## config.mk

```make
export PLATFORM = sky130hd
export DESIGN_NAME = ws2812_frame_ctrl_flat
export DESIGN_NICKNAME = d
export VERILOG_FILES = /design/src/rtl/ws2812_frame_ctrl_if.sv /design/src/rtl/ws2812_frame_ctrl.sv /design/src/flat_wrapper.sv
export SDC_FILE = /design/constraint.sdc
export NUM_CORES = 1
export LEC_CHECK = 0
export ABC_AREA = 1
export CORE_ASPECT_RATIO = 0.75
export CORE_MARGIN = 3
export CORE_UTILIZATION = 55
export DETAILED_ROUTE_END_ITERATION = 7
export GPL_TIMING_DRIVEN = 0
export PLACE_DENSITY = 0.83
export SLEW_MARGIN = 5
export SYNTH_ARGS = -nofsm -noshare
export SYNTH_HDL_FRONTEND = slang
export SYNTH_SLANG_ARGS = --single-unit
```

## constraint.sdc

```tcl
create_clock -name clk -period 5.13 [get_ports clk]
set_input_delay 0.7695 -clock clk [delete_from_list [all_inputs] [get_ports clk]]
set_output_delay 0.7695 -clock clk [all_outputs]
set_load 0.005 [all_outputs]
```

## src/rtl/ws2812_frame_ctrl_if.sv

```systemverilog
// Frame-controller bus: start/busy/done handshake, pixel read port and serial line.
// master = frame source / pixel store side, slave = ws2812_frame_ctrl.
interface ws2812_frame_ctrl_if #(
  parameter int AW = 6
);
  logic          start;
  logic          busy;
  logic          done;
  logic          rd_en;
  logic [AW-1:0] rd_addr;
  logic [23:0]   rd_data;
  logic          dout;

  modport master (
    output start, rd_data,
    input  busy, done, rd_en, rd_addr, dout
  );

  modport slave (
    input  start, rd_data,
    output busy, done, rd_en, rd_addr, dout
  );
endinterface

```

## src/rtl/ws2812_frame_ctrl.sv

```systemverilog
// WS2812 frame serializer: fetches NUM_LEDS GRB pixels and shifts them out MSB first.
// Define WS2812_AUTO_REFRESH_EN to loop frames continuously after the first start.
module ws2812_frame_ctrl #(
  parameter int NUM_LEDS = 64,
  parameter int AW       = 6,
  parameter int T0H      = 16,
  parameter int T1H      = 32,
  parameter int TBIT     = 50,
  parameter int TRST     = 2000
) (
  input  logic             clk,
  input  logic             rstn,
  ws2812_frame_ctrl_if.slave bus
);

  typedef enum logic [2:0] {
    IDLE, FETCH, LOAD, BIT_HI, BIT_LO, LATCH, DONE
  } state_e;

  localparam int CMAX = (TBIT > TRST) ? TBIT : TRST;
  localparam int CW   = (CMAX > 1) ? $clog2(CMAX) : 1;

  // Terminal counts: every phase counts 0..len-1 so its length is exact.
  localparam logic [CW-1:0] HI0_END  = CW'(T0H - 1);
  localparam logic [CW-1:0] HI1_END  = CW'(T1H - 1);
  localparam logic [CW-1:0] LO0_END  = CW'(TBIT - T0H - 1);
  localparam logic [CW-1:0] LO1_END  = CW'(TBIT - T1H - 1);
  localparam logic [CW-1:0] RST_END  = CW'(TRST - 1);
  localparam logic [AW-1:0] LAST_PIX = AW'(NUM_LEDS - 1);

  state_e        state_q, state_d;
  logic [CW-1:0] cnt_q, cnt_d;
  logic [4:0]    bit_q, bit_d;
  logic [AW-1:0] pix_q, pix_d;
  logic [23:0]   buf_q, buf_d;

  always_ff @(posedge clk or negedge rstn) begin
    if (!rstn) begin
      state_q <= IDLE;
      cnt_q   <= '0;
      bit_q   <= '0;
      pix_q   <= '0;
      buf_q   <= '0;
    end else begin
      state_q <= state_d;
      cnt_q   <= cnt_d;
      bit_q   <= bit_d;
      pix_q   <= pix_d;
      buf_q   <= buf_d;
    end
  end

  always_comb begin
    state_d = state_q;
    cnt_d   = cnt_q;
    bit_d   = bit_q;
    pix_d   = pix_q;
    buf_d   = buf_q;
    case (state_q)
      IDLE:  if (bus.start) state_d = FETCH;
      FETCH: state_d = LOAD;
      LOAD: begin
        buf_d   = bus.rd_data;
        bit_d   = '0;
        cnt_d   = '0;
        state_d = BIT_HI;
      end
      BIT_HI: begin
        if (cnt_q == (buf_q[23] ? HI1_END : HI0_END)) begin
          cnt_d   = '0;
          state_d = BIT_LO;
        end else begin
          cnt_d = cnt_q + CW'(1);
        end
      end
      BIT_LO: begin
        // Low length still keys off the current MSB; the shift lands at the bit boundary.
        if (cnt_q == (buf_q[23] ? LO1_END : LO0_END)) begin
          cnt_d = '0;
          buf_d = {buf_q[22:0], 1'b0};
          if (bit_q == 5'd23) begin
            if (pix_q == LAST_PIX) begin
              state_d = LATCH;
            end else begin
              pix_d   = pix_q + AW'(1);
              state_d = FETCH;
            end
          end else begin
            bit_d   = bit_q + 5'd1;
            state_d = BIT_HI;
          end
        end else begin
          cnt_d = cnt_q + CW'(1);
        end
      end
      LATCH: begin
        if (cnt_q == RST_END) begin
          cnt_d   = '0;
          state_d = DONE;
        end else begin
          cnt_d = cnt_q + CW'(1);
        end
      end
      DONE: begin
        pix_d = '0;
`ifdef WS2812_AUTO_REFRESH_EN
        state_d = FETCH;
`else
        state_d = IDLE;
`endif
      end
      default: state_d = IDLE;
    endcase
  end

  assign bus.dout    = (state_q == BIT_HI);
  assign bus.rd_en   = (state_q == FETCH);
  assign bus.rd_addr = pix_q;
  assign bus.done    = (state_q == DONE);
`ifdef WS2812_AUTO_REFRESH_EN
  assign bus.busy    = (state_q != IDLE);
`else
  assign bus.busy    = (state_q != IDLE) && (state_q != DONE);
`endif

endmodule

```

## src/flat_wrapper.sv

```systemverilog
// flat-port wrapper written by rule: the top's interface ports become plain ports
module ws2812_frame_ctrl_flat 
#(
  parameter int NUM_LEDS = 64,
  parameter int AW       = 6,
  parameter int T0H      = 16,
  parameter int T1H      = 32,
  parameter int TBIT     = 50,
  parameter int TRST     = 2000
)
  (clk, rstn, bus_start, bus_rd_data, bus_busy, bus_done, bus_rd_en, bus_rd_addr, bus_dout);
  ws2812_frame_ctrl_if #(.AW(AW)) bus_i ();
  input  logic clk;
  input  logic rstn;
  input wire logic [$bits(bus_i.start)-1:0] bus_start;
  input wire logic [$bits(bus_i.rd_data)-1:0] bus_rd_data;
  output wire logic [$bits(bus_i.busy)-1:0] bus_busy;
  output wire logic [$bits(bus_i.done)-1:0] bus_done;
  output wire logic [$bits(bus_i.rd_en)-1:0] bus_rd_en;
  output wire logic [$bits(bus_i.rd_addr)-1:0] bus_rd_addr;
  output wire logic [$bits(bus_i.dout)-1:0] bus_dout;
  assign bus_i.start = bus_start;
  assign bus_i.rd_data = bus_rd_data;
  assign bus_busy = bus_i.busy;
  assign bus_done = bus_i.done;
  assign bus_rd_en = bus_i.rd_en;
  assign bus_rd_addr = bus_i.rd_addr;
  assign bus_dout = bus_i.dout;
  ws2812_frame_ctrl #(.NUM_LEDS(NUM_LEDS), .AW(AW), .T0H(T0H), .T1H(T1H), .TBIT(TBIT), .TRST(TRST)) u_core (.clk(clk), .rstn(rstn), .bus(bus_i));
endmodule
```

==> flow_summary.ini <==
[run_status]
status = complete, no violations

[final_layout]
nFillCells = 408
final_util = 0.699
instances_no_fill = 504
diodes = 0
multi_input_area_sq_um = 1440
drive_above_1_share = 0.146
nNetsFinal = 464
syn2layout_area_growth_pct = 19.8
ff_latch_area_sq_um = 1230

[sta]
clock-skew-final_ns = 0.00541
setup_ws_ns = 2.54
fin_crit_ns = 2.59
maxSlewViolCount = 0
final_hold_viol_count = 0
fin_crit_sh = 0.505
setup_viol = 0
slew_headroom = 0.680
tightest_slew_ns = 0.480
max_freq_ghz = 0.386
rsz0062_at_grt = no
tns_ns = 0

[flow_run]
drv_cap = 0

[critical_path]
cp-end-kind = primary output
crit_path_max_fanout = 7
cp-start-kind = register
crit_chain = inv_2 > nor3_2 > clkdlybuf4s50_1
slowest_delay_ns = 0.58
critPathSlowestCell = clkdlybuf4s50_1
crit_type = register to primary output
worstReg2RegStart = u_core.state_q[1]
critPathArrivalTime_ns = 1.82
required_ns = 4.36
crit_start = u_core.state_q[2]

[clocking]
tritoncts = built
hold_buffers = 0
clockRootBuffer = clkbuf_8
cts_resized = 0
insertion_delay_ns = 0.30
cts_sinks = 49
cts_buffer_depth = 2
cts_setup_buffers = 0
cts_buffers = 5
htreeDepth = 2
clk_pin_slew_ns = 0.09

[power_and_ir_drop]
power.total_w = 0.00154
ir_drop_mv = 0.291
cellPowerDensity_nw_per_um2 = 436
p_leak_nw = 1.70

[place]
place_ws_ns = 2.88
hpwlAfterDp_mm = 4.66
gp_congestion = 0.845
io_buffer_count = 36
dp.cells = 496

[route]
wl_mm = 6.31
viasPerCell = 5.15
wl_per_cell_um = 12.5
final_antenna_net_count = 0
drt-pass1-iter-count = 4
via_count = 2598
drt-initial-drc-count = 120
drc = 0

[logic_synthesis]
synthAdderAreaFrac = 0.0255
synthArstFlopShare = 1.00
yosys-top-cells-area = dfrtp_1, nand2_1, inv_1
synth_top_family_by_area = simple AND/OR/NAND/NOR gates
yosysTopAreaCell = dfrtp_1
netlist_instances = 387
yosys_warnings = 0
synth_xor_area_frac = 0.0268
synthSimpleGateAreaFrac = 0.301
yosys-mux-area-fraction = 0
ys_ff_latch = 49
netlist_area_sq_um = 2940
syn_nets = 420
synth-compound-area-share = 0.137
synth_ff_type = dfrtp_1
synth_edf_count = 0
syn_avg_cell_area_sq_um = 7.60
yosysTopAreaCellShare = 0.417
synthDistinctLibCells = 34
yosysSeqAreaShare = 0.417

[floorplan]
die_x_um = 90.4
rows = 22
initial_core_util = 0.584
io_pins = 37
die_h_um = 69.3
coreArea_sq_um = 5040
die_area_sq_um = 6270

[min_path]
hold_path_class = input port to asynchronous set/reset pin

[global_route]
grt_pass1_vias = 2535
grt_overflow = 0
grt_max_degree = 31
grt_usage = 0.208
antenna_found_initial = 0
grt_first_pass_wirelength_mm = 11.0
[final timing paths]
kind,endpoint,slack [ns],cells past startpoint
worst max-delay path,bus_done,2.54,3
worst max register to register,u_core.cnt_q[7],2.96,10
max in group asynchronous,u_core.cnt_q[0],4.21,2
worst min register to register,u_core.cnt_q[10],0.50,2
worst min-delay path,u_core.bus.rd_addr[2],0.40,1
min in group clk,u_core.cnt_q[10],0.50,2
[power by group]
group          switching [W]  total (W)  internal, W
logic               0.000429   0.000692     0.000263
clock network       0.000129   0.000288     0.000159
registers          0.0000622   0.000558     0.000495
total               0.000620    0.00154     0.000918
[worst max-delay path, delay by kind of cell (launching register included)]
family                 cells  cell delay, ns
and+or+nand+nor            1            0.34
buffers and inverters      2            0.69
DFF                        1            0.49
[sequential cells by signal (all words and copies together) (netlist names)]
name / cells
u_core.cnt_q: 11
u_core.state_q: 3
u_core.buf_q: 24
u_core.bit_q: 5
u_core.bus.rd_addr: 6
[layout by cell type, fill, tap and decap left out, drive strengths merged]
cell           instances
nand3                 25
buf                   11
nand2                129
or2                    1
clkinv                 1
xor2                   7
dfrtp                 49
xnor2                  2
clkdlybuf4s50         35
o21bai                 1
o21ai                 58
a21oi                  5
ha                     6
inv                   47
bufinv                 1
nand3b                 3
a31oi                  1
nor2                  29
nor3                   6
clkbuf                10
a211o                  1
nor4                   1
nand4                  3
[metrics by stage]
step	hold WS [ns]	instance area, sq um
after floorplan	0.446	2940
after global placement	0.461	3390
after detailed placement	0.479	3410
after CTS	0.416	3520
after global routing	0.432	3520
final	0.404	3520
[layer usage]
metal | track usage | vias up | part of all wire
met5 | 0 | - | 0
met4 | 0.0492 | 0 | 0.0067
met3 | 0.0445 | 6 | 0.038
met2 | 0.345 | 60 | 0.48
met1 | 0.280 | 1218 | 0.47
li1 | - | 1314 | -
[area by class of cell]
cell class                 count  share of cell area
buffer                        12              0.0263
clock buffer                   7              0.0245
clock inverter                 1             0.00852
timing repair buffer          37               0.107
inverter                      48              0.0515
tap                           72              0.0256
multi-input combinational    278               0.409
sequential                    49               0.348
[cell families (layout without fill, tap and decap cells)]
| kind of cell | count (synthesis) | in the layout |
|---|---|---|
| xor+xnor | 9 | 9 |
| buf+inv | 60 | 105 |
| flops | 49 | 49 |
| compound gates | 66 | 66 |
| simple gates | 197 | 197 |
| fa+ha+maj | 6 | 6 |
[cells in the mapped netlist (2+ instances only)]
cell      count
buf_2         4
o21ai_2      17
a21oi_1       5
xnor2_1       2
nor3_1        3
inv_1        43
nor2_1       25
nor3_2        2
xor2_1        7
ha_1          6
nor2_2        3
nand3b_1      3
nand2_1     114
nand3_1      24
dfrtp_1      49
clkbuf_1      3
nand4_1       3
buf_6         3
o21ai_1       9
nand2_2      14
o21ai_0      32
inv_2         4
(Power assumes the default switching activity.)
